File: src/rtl/booth_enc_seq.sv
// Sequential radix-4 Booth recoder: one {single,double,neg} digit per beat plus x/~x/2x/~2x operand vectors.
// Latency: first digit one cycle after operand accept; one beat per cycle; one idle bubble between operations.
// Backpressure: out_ready low freezes every output; in_ready is low for the whole operation.
module booth_enc_seq #(
    parameter int WIDTH     = 16,
    parameter bit SKIP_ZERO = 1'b0,
    localparam int NDIG     = WIDTH / 2,
    localparam int IW       = (NDIG > 1) ? $clog2(NDIG) : 1
) (
    input  logic             clk,
    input  logic             rst_n,
    input  logic             in_valid,
    output logic             in_ready,
    input  logic [WIDTH-1:0] multiplicand,
    input  logic [WIDTH-1:0] multiplier,
    output logic             out_valid,
    input  logic             out_ready,
    output logic             single,
    output logic             double,
    output logic             neg,
    output logic [IW-1:0]    digit_idx,
    output logic             last,
    output logic [WIDTH:0]   pp_in,
    output logic [WIDTH:0]   pp_in_n,
    output logic [WIDTH:0]   pp_in_2,
    output logic [WIDTH:0]   pp_in_2n
);

    typedef enum logic {IDLE = 1'b0, RUN = 1'b1} state_t;

    state_t            state, state_nxt;
    logic [WIDTH-1:0]  x_q, y_q;
    logic [IW-1:0]     idx_q;
    logic              armed_q;
    logic [WIDTH:0]    y_ext;
    logic [2:0]        trip;
    logic [NDIG-1:0]   nz_cur;
    logic              last_c;
    logic              acc_in, acc_out;

    // Digit i is nonzero unless its triple is 000 or 111.
    function automatic logic [NDIG-1:0] nz_mask(input logic [WIDTH-1:0] y);
        logic [WIDTH:0] ye;
        logic [2:0]     t;
        ye      = {y, 1'b0};
        nz_mask = '0;
        for (int i = 0; i < NDIG; i++) begin
            t          = ye[2*i +: 3];
            nz_mask[i] = (t != 3'b000) && (t != 3'b111);
        end
    endfunction

    // Lowest set position at or above start; 0 when there is none.
    function automatic logic [IW-1:0] lowest_from(input logic [NDIG-1:0] m, input int start);
        lowest_from = '0;
        for (int i = NDIG - 1; i >= 0; i--) begin
            if (m[i] && (i >= start)) lowest_from = i[IW-1:0];
        end
    endfunction

    assign y_ext  = {y_q, 1'b0};
    assign trip   = y_ext[2*idx_q +: 3];
    assign nz_cur = nz_mask(y_q);

    always_comb begin
        if (SKIP_ZERO) last_c = ((nz_cur >> idx_q) >> 1) == '0;
        else           last_c = (idx_q == IW'(NDIG - 1));
    end

    assign acc_in  = in_valid & in_ready;
    assign acc_out = out_valid & out_ready;

    always_ff @(posedge clk or negedge rst_n) begin
        if (!rst_n) state <= IDLE;
        else        state <= state_nxt;
    end

    always_comb begin
        state_nxt = state;
        case (state)
            IDLE:    if (acc_in) state_nxt = RUN;
            RUN:     if (acc_out && last_c) state_nxt = IDLE;
            default: state_nxt = IDLE;
        endcase
    end

    // Outputs are gated to zero outside RUN so the complemented vectors also read 0 when idle.
    always_comb begin
        in_ready  = 1'b0;
        out_valid = 1'b0;
        single    = 1'b0;
        double    = 1'b0;
        neg       = 1'b0;
        last      = 1'b0;
        digit_idx = '0;
        pp_in     = '0;
        pp_in_n   = '0;
        pp_in_2   = '0;
        pp_in_2n  = '0;
        case (state)
            IDLE: in_ready = armed_q;
            RUN: begin
                out_valid = 1'b1;
                single    = trip[1] ^ trip[0];
                double    = (trip == 3'b011) || (trip == 3'b100);
                neg       = trip[2] & ~(trip[1] & trip[0]);
                last      = last_c;
                digit_idx = idx_q;
                pp_in     = {x_q[WIDTH-1], x_q};
                pp_in_n   = ~{x_q[WIDTH-1], x_q};
                pp_in_2   = {x_q, 1'b0};
                pp_in_2n  = ~{x_q, 1'b0};
            end
            default: ;
        endcase
    end

    always_ff @(posedge clk or negedge rst_n) begin
        if (!rst_n) begin
            armed_q <= 1'b0;
            x_q     <= '0;
            y_q     <= '0;
            idx_q   <= '0;
        end else begin
            armed_q <= 1'b1;
            if (acc_in) begin
                x_q   <= multiplicand;
                y_q   <= multiplier;
                idx_q <= SKIP_ZERO ? lowest_from(nz_mask(multiplier), 0) : '0;
            end else if (acc_out && !last_c) begin
                idx_q <= SKIP_ZERO ? lowest_from(nz_cur, int'(idx_q) + 1) : idx_q + IW'(1);
            end
        end
    end

endmodule

File: config.mk
export PLATFORM = sky130hd
export DESIGN_NAME = booth_enc_seq
export DESIGN_NICKNAME = d
export VERILOG_FILES = /design/src/rtl/booth_enc_seq.sv
export SDC_FILE = /design/constraint.sdc
export NUM_CORES = 1
export LEC_CHECK = 0
export CORE_MARGIN = 2
export CORE_UTILIZATION = 40
export DETAILED_ROUTE_END_ITERATION = 16
export GPL_TIMING_DRIVEN = 1
export PLACE_DENSITY = 0.86
export SYNTH_ARGS = -nofsm -noshare
export SYNTH_HDL_FRONTEND = slang
export SYNTH_SLANG_ARGS = --single-unit
File: constraint.sdc
create_clock -name clk -period 2 [get_ports clk]
set_input_delay 0.3 -clock clk [delete_from_list [all_inputs] [get_ports clk]]
set_output_delay 0.3 -clock clk [all_outputs]
set_load 0.05 [all_outputs]
==> out/summary.txt <==
Final WL -> 5960 um
Met3 WL -> 421 um
Crit Path Max Fanout -> 3
Part of the Yosys area used for sequential elements -> 41.7%
Worst slack, placed -> -114 ps
Fillers -> 314
# diodes -> 0
Tcrit/Tclk final -> 119%
Crit path DAT -> 2090 ps
Initial DRC count -> 35
Count of final hold-check violations -> 0
Clock skew -> 7.92 ps
Cell variety after synth -> 29
Vias per inst -> 4.73
Outcome -> finished, violations left
Clock root buffer -> clkbuf_8
Gr ovfl total -> 0
WS Path Type -> reg -> out
Layout Area Growth over Synthesis -> 84.5%
DR pass1 iterations -> 4
Die area -> 0.00616 sq mm
Achievable frequency -> 419 MHz
WL met1 -> 2340 um
Top layer reached by signal wires -> met4
Die extent in x -> 78.5 um
Die Height -> 78.5 um
Final setup viols -> 3
Post-Synth XOR/XNOR Area -> 0.394%
DR vias -> 1657
Clk_lat worst skew -> 290 ps
CORE AREA -> 0.00544 sq mm
Compound-Gate Fraction of Synth Area -> 1.46%
Fraction of synthesized area in multiplexers -> 22.9%
Hold_buf cts -> 0
CP startpoint kind -> register
Min Tclk post-route -> 2390 ps
Main combinational cell family by area after synthesis -> multiplexers
Clock Tree Buf Depth -> 2
HPWL reported at the end of detailed placement -> 4740 um
Clock buffer count from CTS -> 5
Final slew viol count -> 0
Antenna-violating nets left -> 0
Crit path required time -> 1700 ps
Synth Cell Area -> 0.00222 sq mm
RSZ-0062 raised after global routing -> true
Final worst setup slack -> -387 ps
Layout cells sized above 1 -> 56.1%
Critical Path End Type -> output port
Routability cong. -> 0.757
Max-Cap Viols -> 0
H-tree levels -> 2
Site Rows -> 27
Worst min-delay path class -> in -> async
Mapped Nets -> 235
TritonCTS clock tree -> built
Syn_area_per_cell -> 11.4 sq um
First-pass GRT wire length -> 9320 um
CTS sink count -> 37
Initial core utilization -> 40.8%
Util after Layout -> 75.3%
DRC Markers -> 0
Met2 WL -> 3110 um
Vias in the first global route -> 1743
IO Port Bufs -> 111
Nets -> 317
Largest net degree at the start of global routing -> 38
Syn. warnings -> 0
Worst-path clk slew -> 70 ps
Post-Synth Simple-Gate Area -> 15.0%
Failing checks -> negative setup slack
Yosys reg bits -> 37
Post-Synth Adder-Cell Area -> 2.25%
Post-Syn Instances -> 195
Initial antenna violation count -> 0
# IOs -> 113
Routed wire per std cell -> 17.0 um
GR Util All Layers -> 19.8%
## stage by stage
step / TNS, ps / std cells / hold slack (ps) / area [sq um]
5_1_grt: -1550 / 350 / 86.5 / 4100
2_1_floorplan: -125 / 195 / 4.41 / 2300
3_3_place_gp: -99.2 / 340 / 368 / 3960
4_1_cts: -1100 / 348 / 64.8 / 4070
6_report: -1120 / 350 / 45.0 / 4100
3_5_place_dp: -293 / 340 / 380 / 3960
## layout by cell type, fill, tap and decap left out, types with 2 or more instances in the layout
master and count:
mux4_2 2, nand3b_1 3, nor2b_2 15, clkbuf_1 2, ha_1 2, dfrtp_2 2, mux2_2 30, nor2b_4 2
mux2_1 3, mux2i_1 5, clkdlybuf4s50_1 34, nand2_1 4, nor2_1 4, and2_4 2, dfrtp_1 35, conb_1 2
buf_12 75, and2_1 19, buf_4 11, clkbuf_8 6
## layout make-up
| type | instances | area (sq um) | area share [%] |
|---|---|---|---|
| clock buffers | 8 | 90.1 | 2.20 |
| inverters | 1 | 3.75 | 0.0916 |
| multi-input cells | 110 | 1040 | 25.5 |
| flip-flops and latches | 37 | 928 | 22.7 |
| well taps | 72 | 90.1 | 2.20 |
| repair buffers | 122 | 1940 | 47.4 |
## routing by layer
| metal | vias up | global-route usage [%] |
|---|---|---|
| met3 | 10 | 6.09 |
| met2 | 80 | 35.0 |
| met1 | 794 | 23.0 |
| li1 | 773 | - |
| met5 | - | 0 |
| met4 | 0 | 5.61 |
## flip-flops by register name, indices dropped and copies added (netlist names)
signal and flops:
y_q 16, armed_q 1, state 1, idx_q 3, x_q 16
## worst max-delay path: stages, from the launching register on
cell     delay (ps)
dfrtp_1         410
mux4_2          530
mux2i_2         200
inv_1            70
ha_2            200
nor3b_4         230
buf_12          170
## cell families (layout without fill, tap and decap cells)
group / Yosys count / in the layout
XOR/XNOR: 1 / 1
flip-flops: 37 / 37
multiplexers: 43 / 43
adder cells (fa/ha/maj): 4 / 4
AO/OA/AOI/OAI: 5 / 5
other: 2 / 2
buffers and inverters: 48 / 131
AND/OR/NAND/NOR: 55 / 55
## synthesized netlist by cell type
| master | n | share of area (%) |
|---|---|---|
| or3_1 | 1 | 0.28 |
| dfrtp_1 | 37 | 42 |
| nor2_1 | 4 | 0.68 |
| nor2b_1 | 17 | 4.8 |
| buf_2 | 1 | 0.23 |
| nand3b_1 | 3 | 1.0 |
| nand4_2 | 1 | 0.56 |
| a21o_1 | 1 | 0.34 |
| nand3_1 | 1 | 0.23 |
| mux2_2 | 30 | 15 |
| ha_1 | 4 | 2.3 |
| mux2_4 | 1 | 0.68 |
| nor3b_1 | 1 | 0.34 |
| nand2_1 | 5 | 0.85 |
| a21oi_1 | 1 | 0.23 |
| conb_1 | 2 | 0.34 |
| mux2i_1 | 7 | 3.2 |
| buf_6 | 5 | 2.5 |
| xor2_1 | 1 | 0.39 |
| clkbuf_1 | 5 | 0.85 |
| o21ai_0 | 1 | 0.23 |
| o211ai_1 | 1 | 0.34 |
| mux4_1 | 2 | 2.4 |
| and2_1 | 21 | 5.9 |
| inv_1 | 1 | 0.17 |
| mux2_1 | 3 | 1.5 |
| and2_2 | 1 | 0.34 |
| buf_4 | 36 | 12 |
| o21a_1 | 1 | 0.34 |
## final timing paths
kind	startpoint	end	slack, ps	depth (start not counted)
worst max-delay path	idx_q[0]$_DFFE_PN0P_	neg	-390	6
worst min-delay path	rst_n	x_q[5]$_DFFE_PN0P_	40	2
worst max register to register	idx_q[0]$_DFFE_PN0P_	idx_q[0]$_DFFE_PN0P_	230	7
worst min register to register	y_q[10]$_DFFE_PN0P_	y_q[10]$_DFFE_PN0P_	490	1
max in group asynchronous	rst_n	idx_q[1]$_DFFE_PN0P_	1590	2
min in group clk	y_q[10]$_DFFE_PN0P_	y_q[10]$_DFFE_PN0P_	490	1
## timing repair
item,4_1_cts,5_1_grt
endpoints found under the setup margin,3,3
setup buffers,0,2
hold endpoints to repair,0,0
pin swaps,0,2
gates resized for setup,4,4
Power is not shown: default switching activity piles up to over one toggle a cycle in this logic, so the estimate is an artifact.
